## src/rtl/nf10_axi_lite_master.sv

```systemverilog
// nf10_axi_lite_master: single-outstanding AXI4-Lite master behind a simple
// command/response handshake, with a per-transaction timeout.
module nf10_axi_lite_master #(
  parameter int C_M_AXI_ADDR_WIDTH = 32,
  parameter int C_M_AXI_DATA_WIDTH = 32,
  parameter int C_TIMEOUT_CYCLES   = 1023
) (
  input  logic                              aclk,
  input  logic                              areset,
  input  logic                              cmd_valid,
  output logic                              cmd_ready,
  input  logic                              cmd_write,
  input  logic [C_M_AXI_ADDR_WIDTH-1:0]     cmd_addr,
  input  logic [C_M_AXI_DATA_WIDTH-1:0]     cmd_wdata,
  input  logic [C_M_AXI_DATA_WIDTH/8-1:0]   cmd_wstrb,
  output logic                              rsp_valid,
  input  logic                              rsp_ready,
  output logic [C_M_AXI_DATA_WIDTH-1:0]     rsp_rdata,
  output logic [1:0]                        rsp_resp,
  output logic                              rsp_timeout,
  output logic [C_M_AXI_ADDR_WIDTH-1:0]     M_AXI_AWADDR,
  output logic                              M_AXI_AWVALID,
  input  logic                              M_AXI_AWREADY,
  output logic [C_M_AXI_DATA_WIDTH-1:0]     M_AXI_WDATA,
  output logic [C_M_AXI_DATA_WIDTH/8-1:0]   M_AXI_WSTRB,
  output logic                              M_AXI_WVALID,
  input  logic                              M_AXI_WREADY,
  input  logic [1:0]                        M_AXI_BRESP,
  input  logic                              M_AXI_BVALID,
  output logic                              M_AXI_BREADY,
  output logic [C_M_AXI_ADDR_WIDTH-1:0]     M_AXI_ARADDR,
  output logic                              M_AXI_ARVALID,
  input  logic                              M_AXI_ARREADY,
  input  logic [C_M_AXI_DATA_WIDTH-1:0]     M_AXI_RDATA,
  input  logic [1:0]                        M_AXI_RRESP,
  input  logic                              M_AXI_RVALID,
  output logic                              M_AXI_RREADY
);

  localparam int CW = (C_TIMEOUT_CYCLES > 0) ? $clog2(C_TIMEOUT_CYCLES + 1) : 1;
  localparam logic [CW-1:0] TO_LAST = CW'((C_TIMEOUT_CYCLES > 0) ? C_TIMEOUT_CYCLES - 1 : 0);
  localparam logic TO_EN = (C_TIMEOUT_CYCLES > 0);

  localparam logic [2:0] S_IDLE    = 3'd0;
  localparam logic [2:0] S_WR_REQ  = 3'd1;
  localparam logic [2:0] S_WR_RESP = 3'd2;
  localparam logic [2:0] S_RD_REQ  = 3'd3;
  localparam logic [2:0] S_RD_DATA = 3'd4;
  localparam logic [2:0] S_RESP    = 3'd5;

  logic [2:0]    state;
  logic [CW-1:0] cnt;
  logic          active;
  logic          expire;
  logic          aw_hs;
  logic          w_hs;
  logic          aw_done;
  logic          w_done;
  logic          resp_hs;

  assign cmd_ready = (state == S_IDLE) & ~areset;
  assign active    = (state == S_WR_REQ) | (state == S_WR_RESP) |
                     (state == S_RD_REQ) | (state == S_RD_DATA);
  // cnt holds the number of active cycles already elapsed, so the current
  // cycle is the last allowed one when cnt reaches TIMEOUT-1.
  assign expire    = TO_EN & active & (cnt == TO_LAST);
  assign aw_hs     = M_AXI_AWVALID & M_AXI_AWREADY;
  assign w_hs      = M_AXI_WVALID & M_AXI_WREADY;
  assign aw_done   = ~M_AXI_AWVALID | M_AXI_AWREADY;
  assign w_done    = ~M_AXI_WVALID | M_AXI_WREADY;
  assign resp_hs   = ((state == S_WR_RESP) & M_AXI_BREADY & M_AXI_BVALID) |
                     ((state == S_RD_DATA) & M_AXI_RREADY & M_AXI_RVALID);

  always_ff @(posedge aclk or posedge areset) begin
    if (areset) begin
      state         <= S_IDLE;
      cnt           <= '0;
      M_AXI_AWADDR  <= '0;
      M_AXI_ARADDR  <= '0;
      M_AXI_WDATA   <= '0;
      M_AXI_WSTRB   <= '0;
      M_AXI_AWVALID <= 1'b0;
      M_AXI_WVALID  <= 1'b0;
      M_AXI_BREADY  <= 1'b0;
      M_AXI_ARVALID <= 1'b0;
      M_AXI_RREADY  <= 1'b0;
      rsp_valid     <= 1'b0;
      rsp_rdata     <= '0;
      rsp_resp      <= '0;
      rsp_timeout   <= 1'b0;
    end else begin
      if (active && cnt != '1) cnt <= cnt + 1'b1;

      // A B/R handshake in the expiry cycle completes normally.
      if (expire && !resp_hs) begin
        M_AXI_AWVALID <= 1'b0;
        M_AXI_WVALID  <= 1'b0;
        M_AXI_BREADY  <= 1'b0;
        M_AXI_ARVALID <= 1'b0;
        M_AXI_RREADY  <= 1'b0;
        rsp_valid     <= 1'b1;
        rsp_timeout   <= 1'b1;
        rsp_resp      <= 2'b10;
        rsp_rdata     <= '0;
        state         <= S_RESP;
      end else begin
        case (state)
          S_IDLE: begin
            if (cmd_valid) begin
              M_AXI_AWADDR <= cmd_addr;
              M_AXI_ARADDR <= cmd_addr;
              M_AXI_WDATA  <= cmd_wdata;
              M_AXI_WSTRB  <= cmd_wstrb;
              cnt          <= '0;
              if (cmd_write) begin
                M_AXI_AWVALID <= 1'b1;
                M_AXI_WVALID  <= 1'b1;
                state         <= S_WR_REQ;
              end else begin
                M_AXI_ARVALID <= 1'b1;
                state         <= S_RD_REQ;
              end
            end
          end
          S_WR_REQ: begin
            if (aw_hs) M_AXI_AWVALID <= 1'b0;
            if (w_hs)  M_AXI_WVALID  <= 1'b0;
            if (aw_done && w_done) begin
              M_AXI_BREADY <= 1'b1;
              state        <= S_WR_RESP;
            end
          end
          S_WR_RESP: begin
            if (resp_hs) begin
              rsp_resp     <= M_AXI_BRESP;
              rsp_rdata    <= '0;
              rsp_timeout  <= 1'b0;
              rsp_valid    <= 1'b1;
              M_AXI_BREADY <= 1'b0;
              state        <= S_RESP;
            end
          end
          S_RD_REQ: begin
            if (M_AXI_ARREADY) begin
              M_AXI_ARVALID <= 1'b0;
              M_AXI_RREADY  <= 1'b1;
              state         <= S_RD_DATA;
            end
          end
          S_RD_DATA: begin
            if (resp_hs) begin
              rsp_resp     <= M_AXI_RRESP;
              rsp_rdata    <= M_AXI_RDATA;
              rsp_timeout  <= 1'b0;
              rsp_valid    <= 1'b1;
              M_AXI_RREADY <= 1'b0;
              state        <= S_RESP;
            end
          end
          S_RESP: begin
            if (rsp_ready) begin
              rsp_valid <= 1'b0;
              state     <= S_IDLE;
            end
          end
          default: state <= S_IDLE;
        endcase
      end
    end
  end

endmodule

```

## config.mk

```make
export PLATFORM = sky130hd
export DESIGN_NAME = nf10_axi_lite_master
export DESIGN_NICKNAME = d
export VERILOG_FILES = /design/src/rtl/nf10_axi_lite_master.sv
export SDC_FILE = /design/constraint.sdc
export NUM_CORES = 1
export LEC_CHECK = 0
export BUFFER_PORTS_ARGS = -buffer_cell sky130_fd_sc_hd__buf_4
export CAP_MARGIN = 20
export CORE_ASPECT_RATIO = 0.6
export CORE_UTILIZATION = 50
export CTS_CLUSTER_DIAMETER = 80
export DETAILED_ROUTE_END_ITERATION = 10
export GPL_TIMING_DRIVEN = 0
export PLACE_DENSITY = 0.92
export SLEW_MARGIN = 0
export SYNTH_ARGS = -nofsm -noshare
export SYNTH_HDL_FRONTEND = slang
export SYNTH_SLANG_ARGS = --single-unit
```

## constraint.sdc

```tcl
create_clock -name aclk -period 6.17 [get_ports aclk]
set_input_delay 0.617 -clock aclk [delete_from_list [all_inputs] [get_ports aclk]]
set_output_delay 0.617 -clock aclk [all_outputs]
set_load 0.01 [all_outputs]
```

== Word level (Yosys, flattened, before mapping) ==
Index checks and enable logic that the tools add are counted.

* $lt $le $gt $ge: 0
* Shifts and indexed selects: 0
* Mux-type cells: 46
* Multipliers: 0
* Reductions and logical operators: 24
* Bitwise gates (word level): 18
* $add $sub $neg: 1
* Equal/unequal tests: 18
* Div/mod/pow operators: 0

{| class="wikitable"
|+ Operator list
! operator !! number
|-
| $mux W32 || 3
|-
| $pmux W32 S2 || 1
|-
| $mux W10 || 4
|-
| $ne A3 B2 Y1 const B || 8
|-
| $mux W1 || 20
|-
| $mux W3 || 6
|-
| $reduce_bool A3 Y1 || 6
|-
| $pmux W3 S5 || 1
|-
| $reduce_and A3 Y1 || 5
|-
| $pmux W1 S2 || 6
|-
| $reduce_and A4 Y1 || 3
|-
| $add A10 B1 Y10 const B || 1
|-
| $eq A10 B10 Y1 const B || 1
|-
| $ne A10 B10 Y1 const B || 1
|-
| $and A1 B1 Y1 || 8
|-
| $mux W2 || 4
|-
| $eq A3 B2 Y1 const B || 2
|-
| $eq A3 B3 Y1 const B || 2
|-
| $ne A3 B1 Y1 const B || 2
|-
| $or A1 B1 Y1 || 6
|-
| $reduce_and A5 Y1 || 1
|-
| $not A1 Y1 || 4
|-
| $pmux W2 S2 || 1
|-
| $reduce_bool A2 Y1 || 2
|-
| 7 further kinds || 9
|}

* Logic and storage cells: 121
* Output and inout bits: 142
* Memory bits (writable): 0
* Memories: 0
* Register bits: 122
* Latch bits: 0
* Input port bits: 114
* Bits in read-only memories: 0

== Depth between registers and ports, before layout ==
Gate-level depths: netlist of run 1.

* Depth after elaboration: 9
* Depth in mapped cells: 7
* Gate-level depth less buffers: 7

== Worst setup path after synthesis of run 1 ==
Ideal clock, no wire load.

* Path kind: register to register
* Start point: register cnt[0]
* End point: register state[2]
* Cell stages (with the launch flop): 8
* Path buffers: 0
* Setup slack: 4.146 ns
* Arrival: 1.933 ns
* Cell sequence: dfrtp_1 -> inv_1 -> ha_1 -> nand3_1 -> or3_1 -> o311a_1 -> or3_1 -> o31ai_2

* Longest elaborated chain between the ends: 5
* Elaborated cells between the ends (all ways): 10
* Classes of those cells: eq/ne: 6; mux: 1; bitwise: 1; reduce/logical: 2

{| class="wikitable"
|+ Ends and longest elaborated chain
! what !! RTL line !! RTL
|-
| start, declared || 52 || <nowiki>logic [CW-1:0] cnt;</nowiki>
|-
| start signal, assigned || 92 || <nowiki>if (active && cnt != '1) cnt <= cnt + 1'b1;</nowiki>
|-
| $eq A10 B10 Y1 * || 66 || <nowiki>assign expire = TO_EN & active & (cnt == TO_LAST);</nowiki>
|-
| $and A1 B1 Y1 * || 66 ||
|-
| $logic_and A1 B1 Y1 * || 95 || <nowiki>if (expire && !resp_hs) begin</nowiki>
|-
| $ne A3 B2 Y1 (no source line), or another cell as far along || - ||
|-
| $reduce_and A5 Y1 (no source line) || - ||
|-
| end signal, assigned || 76 || <nowiki>state <= S_IDLE;</nowiki>
|-
| end signal, assigned || 105 || <nowiki>state <= S_RESP;</nowiki>
|-
| end signal, assigned || 118 || <nowiki>state <= S_WR_REQ;</nowiki>
|-
| end, declared || 51 || <nowiki>logic [2:0] state;</nowiki>
|}

Every way passes the cells marked *; elsewhere a longest branch is shown, timed or not.
A chain may end at the register's enable or synchronous reset.

== Worst setup path in the final report of run 1 ==
* Start point: register state[2]
* End point: register cnt[5]

* Longest elaborated chain between the ends: 9
* Elaborated cells between the ends (all ways): 21
* Classes of those cells: eq/ne: 4; mux: 4; bitwise: 9; reduce/logical: 4

{| class="wikitable"
|+ Ends and longest elaborated chain
! what !! RTL line !! RTL
|-
| $eq A3 B1 Y1 or $eq A3 B2 Y1 (tied branches) || 62, 71 ||
|-
| $or A1 B1 Y1 (2 in a row) || 62 || <nowiki>assign active = (state == S_WR_REQ) | (state == S_WR_RESP) |</nowiki>
|-
| $or A1 B1 Y1 || 63 || <nowiki>(state == S_RD_REQ) | (state == S_RD_DATA);</nowiki>
|-
| $logic_and A1 B1 Y1 || 92 ||
|-
| $mux W10 || 92 ||
|-
| $mux W10 || 109 || <nowiki>if (cmd_valid) begin</nowiki>
|-
| $mux W10 || 107 || <nowiki>case (state)</nowiki>
|-
| $mux W10 * || 95 ||
|}

Marked as above.

==> flow_summary.json, run 1 <==
{
  "yosysTopAreaCellShare_pct": 57.6,
  "finalSetupTns_ns": 0,
  "p_leak_nw": 3.97,
  "ys_types": 50,
  "drt-pass1-iter-count": 4,
  "yosys.area.top_type": "dfrtp_1",
  "critPathArrivalTime_ns": 2.86,
  "die_area_um2": 11000,
  "yosysSeqAreaShare_pct": 57.6,
  "reg2regPathDepth": 5,
  "h-tree-depth": 4,
  "min_period_ns": 2.59,
  "grt_setup_unrepaired": "no",
  "synth_commonest_cells": "122 x dfrtp_1, 69 x mux2_2, 35 x a22o_1",
  "hold_viol": 0,
  "area_growth_pct": 51.3,
  "drc_errors": 0,
  "ant_nets": 0,
  "drt_iter0_drc": 208,
  "post_cts_resized": 0,
  "startpoint_type": "flip-flop",
  "cts_tree": "built",
  "period_share_pct": 41.9,
  "grt_use_total_pct": 28.2,
  "status": "finished, final reports clean",
  "wirelength_um": 15200,
  "seqCellArea_um2": 3050,
  "worstPathMaxFanout": 10,
  "power-per-cell-area_nw_per_um2": 569,
  "r2r_slack_ns": 3.58,
  "max-slew-margin-rel_pct": 42.2,
  "utilization_pct": 79.4,
  "slew_violations": 0,
  "synth_area_um2": 5300,
  "grt_max_degree": 65,
  "cts_setup_buffers": 0,
  "place_hpwl_um": 11500,
  "synth_ff_type": "dfrtp_1",
  "die_y_um": 81.7,
  "synth_edf_count": 0,
  "coreArea_um2": 10100,
  "multi_input_area_um2": 1850,
  "place_congestion": 0.898,
  "ys_warn_count": 0,
  "synthArstFlopShare_pct": 100,
  "post-place-ws_ns": 3.58,
  "fin_ws_ns": 3.58,
  "die_x_um": 135,
  "setup_viol": 0,
  "start_util_pct": 52.5,
  "grt_pass1_wl_um": 23200,
  "cts.sinks": 122,
  "hold_buffers": 0,
  "synth_fp_nets": 522,
  "hold_path.class": "in -> async",
  "clkLatencyLatePin_ns": 0.41,
  "layout-drive-gt1-share_pct": 59.4,
  "viasPerCell": 5.26,
  "clk_pin_slew_worst_paths_ns": 0.05,
  "cap_violations": 0,
  "syn_area_per_cell_um2": 13.1,
  "worstSetupPathType": "reg -> reg",
  "cts-buffers-inserted": 17,
  "clk_path_buf_depth": 2,
  "grt_pass1_vias": 4472,
  "tightest_slew_ns": 0.860,
  "fin_nets": 797,
  "ioPinCount": 256,
  "synth.area.top_cells": "dfrtp_1 58%, mux2_2 15%, a22o_1 5.8%",
  "vdd_drop_max_mv": 0.381,
  "netlist_instances": 406,
  "antenna_found_initial": 0,
  "grt_overflow_total": 0,
  "placement_rows": 28,
  "vias": 4350,
  "port-buffer-count": 255,
  "fmax_ghz": 0.387,
  "fillers": 592,
  "fin_worst_skew_ns": 0.00853,
  "yosysMostFrequentCell": "dfrtp_1",
  "clock-root-buffer": "clkbuf_16",
  "worstPathRequired_ns": 6.44,
  "endpoint_kind": "flip-flop",
  "synth-seq-cells": 122,
  "n_antenna_cell": 0,
  "wl_per_cell_um": 18.4
}
-- state kept, by name (all words and copies together), names as in the netlist --
register and count:
M_AXI_WSTRB 4, M_AXI_WDATA 32, rsp_valid 1, cnt 10, M_AXI_ARVALID 1, M_AXI_RREADY 1
M_AXI_BREADY 1, M_AXI_WVALID 1, M_AXI_ARADDR 32, M_AXI_AWVALID 1, rsp_timeout 1, state 3
rsp_rdata 32, rsp_resp 2
-- cells by family (layout without fill, tap and decap cells) --
kind of cell / count (synthesis) / in the layout / share of synthesized area [%]
buffers and inverters: 62 / 348 / 7.46
muxes: 71 / 71 / 15.0
and+or+nand+nor: 70 / 70 / 7.11
xor gates and xnor gates: 7 / 7 / 1.16
adders and majority gates: 3 / 3 / 0.661
DFF: 122 / 122 / 57.6
AOI/OAI and AO/OA: 71 / 71 / 11.0
-- critical path, stage by stage (launching register included) --
cell and delay, ns:
dfrtp_1 0.42, or3_1 0.45, nor2_1 0.58, clkbuf_1 0.47, clkbuf_1 0.41, nor2_1 0.11
-- layout make-up --
| class | count | area share [%] |
|---|---|---|
| Buffer | 52 | 4.46 |
| Clock buffer | 23 | 6.09 |
| Clock inverter | 7 | 1.44 |
| Inverter | 10 | 0.500 |
| Multi-Input combinational cell | 222 | 23.1 |
| Sequential cell | 122 | 38.1 |
| Tap cell | 135 | 2.11 |
| Timing Repair Buffer | 256 | 24.2 |
-- metal layers --
metal	wire length [um]	vias to the layer above	track usage, %
met5	0	-	0
met3	1280	25	8.77
met2	7590	200	47.6
li1	-	1963	-
met1	6100	2162	34.4
met4	247	0	10.9
-- placed cells by master, fill, tap and decap left out, types with 2 or more instances in the layout --
master / count
a21oi_1: 7
a22o_1: 35
a2bb2oi_1: 2
and3_1: 3
buf_2: 10
buf_4: 287
bufinv_16: 3
clkbuf_1: 9
clkbuf_16: 17
clkbuf_8: 7
clkinv_2: 2
clkinvlp_4: 2
dfrtp_1: 122
ha_1: 2
inv_1: 9
mux2_2: 69
mux2i_1: 2
nand2_1: 14
nand2b_1: 2
nand3_1: 6
nor2_1: 20
nor3_1: 5
nor4_1: 3
o21ai_0: 9
o22ai_1: 2
or2_2: 3
or3_1: 5
xnor2_1: 7
-- worst paths after layout --
kind,start,end
hold reg to reg,rsp_rdata[21],rsp_rdata[21]
hold / removal,areset,M_AXI_WDATA[7]
min in group aclk,M_AXI_RDATA[7],rsp_rdata[7]
setup reg to reg,state[2],cnt[5]
setup / recovery,state[2],cnt[5]
max in group asynchronous,areset,M_AXI_WDATA[16]
-- through the flow --
step                      area, um^2  power (W)  std cells  hold slack [ns]
after global routing            8020    0.00479        827            0.422
final                           8020    0.00456        827            0.392
after detailed placement        7410    0.00354        797            0.486
after CTS                       8020    0.00458        827            0.415
after global placement          7380    0.00343        796            0.487
after floorplan                 5300    0.00251        406            0.510
-- power breakdown --
part	switching, W	leakage (nW)	internal, W
sequential	0.000281	1.50	0.00118
combinational	0.000900	2.18	0.00118
clock	0.000345	0.291	0.000672
Note: power is estimated with default switching activity, not from simulation.
==> run 2: changes to the inputs <==
Settings changed: CORE_UTILIZATION 50 to 42, PLACE_DENSITY 0.92 to 0.83.
Clock period 6.17 ns to 2.1 ns, I/O delays scaled along.
==> run 2 against run 1 <==
  * The flow now finishes with violations (hold timing, setup timing)
  * Power rose to 3.0 times the previous value
  * Register-to-register slack got worse by 3.6 ns
  * Die area rose by 19%
  * Largest power group unchanged
==> flow_summary.json, run 2 (synthesis results as in run 1) <==
{
  "violations": "hold timing, setup timing",
  "power-per-cell-area_nw_per_um2": 1630,
  "vias": 4407,
  "port-buffer-count": 255,
  "grt_pass1_wl_um": 23000,
  "setup_viol": 1,
  "grt_pass1_vias": 4420,
  "fin_ws_ns": -0.0227,
  "dpl.cell_count": 828,
  "clkLatencyLatePin_ns": 0.41,
  "grt_max_degree": 44,
  "dr_wl_met2_um": 7610,
  "worstPathRequired_ns": 2.39,
  "fin_worst_skew_ns": 0.00481,
  "grt_overflow_total": 0,
  "n_antenna_cell": 0,
  "placement_rows": 31,
  "worstSetupPathType": "reg -> reg",
  "post-place-ws_ns": -0.581,
  "cts.sinks": 122,
  "drt-pass1-iter-count": 4,
  "finalNonFillerCells": 867,
  "met3WireLength_um": 1350,
  "reg_top3": "M_AXI_ARADDR (32), M_AXI_WDATA (32), rsp_rdata (32)",
  "top_layer_used": "met4",
  "utilization_pct": 67.8,
  "place_congestion": 0.842,
  "clk_path_buf_depth": 2,
  "p_leak_nw": 4.03,
  "antenna_found_initial": 0,
  "hold_viol": 32,
  "final_common_cell": "buf_4",
  "wl_per_cell_um": 17.6,
  "grt_use_total_pct": 23.0,
  "status": "finished with violations",
  "die_x_um": 147,
  "die_area_um2": 13100,
  "r2r_slack_ns": -0.02,
  "cts_tree": "built",
  "vdd_drop_max_mv": 0.882,
  "wirelength_um": 15300,
  "holdWs_ns": -0.0145,
  "cts-buffers-inserted": 17,
  "hold_buffers": 0,
  "mostFrequentLayoutCells": "294 x buf_4, 120 x dfrtp_1, 69 x mux2_2",
  "min_period_ns": 2.12,
  "wl_met1_um": 6080,
  "endpoint_kind": "flip-flop",
  "finalSetupTns_ns": -0.0227,
  "reg2regPathDepth": 7,
  "ant_nets": 0,
  "critPathArrivalTime_ns": 2.41,
  "tightest_slew_ns": 0.880,
  "period_share_pct": 101,
  "clk_pin_slew_worst_paths_ns": 0.06,
  "h-tree-depth": 4,
  "area_growth_pct": 55.9,
  "drt_iter0_drc": 232,
  "slew_violations": 0,
  "layout-drive-gt1-share_pct": 62.5,
  "grt_setup_unrepaired": "yes",
  "cap_violations": 0,
  "startpoint_type": "flip-flop",
  "fin_nets": 805,
  "start_util_pct": 43.5,
  "viasPerCell": 5.08,
  "clock-root-buffer": "clkbuf_16",
  "place_hpwl_um": 11100,
  "fmax_ghz": 0.471,
  "total_power_w": 0.0135,
  "max-slew-margin-rel_pct": 41.2,
  "hold_path.class": "in -> async",
  "ioPinCount": 256,
  "die_y_um": 89.0,
  "worstPathMaxFanout": 7,
  "drc_errors": 0,
  "coreArea_um2": 12200
}
-- run 2: cell count changes in the layout (fill, tap and decap cells not counted), moves of 3 or more --
cell        before  now
buf_4          287  294
clkbuf_1         9    4
clkinvlp_4       2    7
buf_12           0    3
buf_2           10    7
or3_4            0    3
-- run 2: report_power, final --
group / switching (W) / total (W) / internal (W) / leakage, nW
Combinational: 0.00268 / 0.00629 / 0.00361 / 2.25
Clock: 0.00110 / 0.00295 / 0.00185 / 0.278
Sequential: 0.000785 / 0.00426 / 0.00347 / 1.50
-- run 2: final timing paths --
kind / from / to
worst min register to register: rsp_rdata[6] / rsp_rdata[6]
max in group asynchronous: areset / rsp_rdata[13]
worst max register to register: cnt[0] / M_AXI_BREADY
worst min-delay path: areset / M_AXI_WDATA[3]
min in group aclk: M_AXI_RDATA[17] / rsp_rdata[17]
worst max-delay path: cnt[0] / M_AXI_BREADY
-- run 2: critical path, cell delays in order, from the launching register on --
cell	delay, ns
dfrtp_1	0.39
inv_2	0.07
ha_1	0.15
nand3_2	0.10
or3_4	0.37
nor3_2	0.47
a21boi_1	0.13
a211o_1	0.31
-- run 2: layout make-up --
type / count / area [um^2]
Buffer: 51 / 368
Clock buffer: 20 / 467
Clock inverter: 12 / 140
Fill cell: 895 / 3920
Inverter: 10 / 41.3
Multi-Input combinational cell: 222 / 1950
Sequential cell: 122 / 3060
Tap cell: 165 / 206
Timing Repair Buffer: 265 / 2030
-- run 2: what timing repair did --
item | CTS | global route
pin swaps | 5 | 6
gates resized for setup | 14 | 19
buffers inserted | 8 | 0
setup endpoints to repair | 117 | 45
cloned | 0 | 0
-- run 2: routing by layer --
metal | GRT usage (%) | vias to the layer above
met3 | 7.91 | 24
li1 | - | 1999
met4 | 8.25 | 0
met5 | 0 | -
met2 | 39.1 | 203
met1 | 27.7 | 2181
-- run 2: stage by stage --
stage | hold WS (ns) | instance area (um^2)
after global placement | 0.435 | 7420
final | -0.0145 | 8260
after CTS | 0.00765 | 8200
after floorplan | 0.350 | 5300
after detailed placement | 0.438 | 7460
after global routing | 0.0155 | 8260
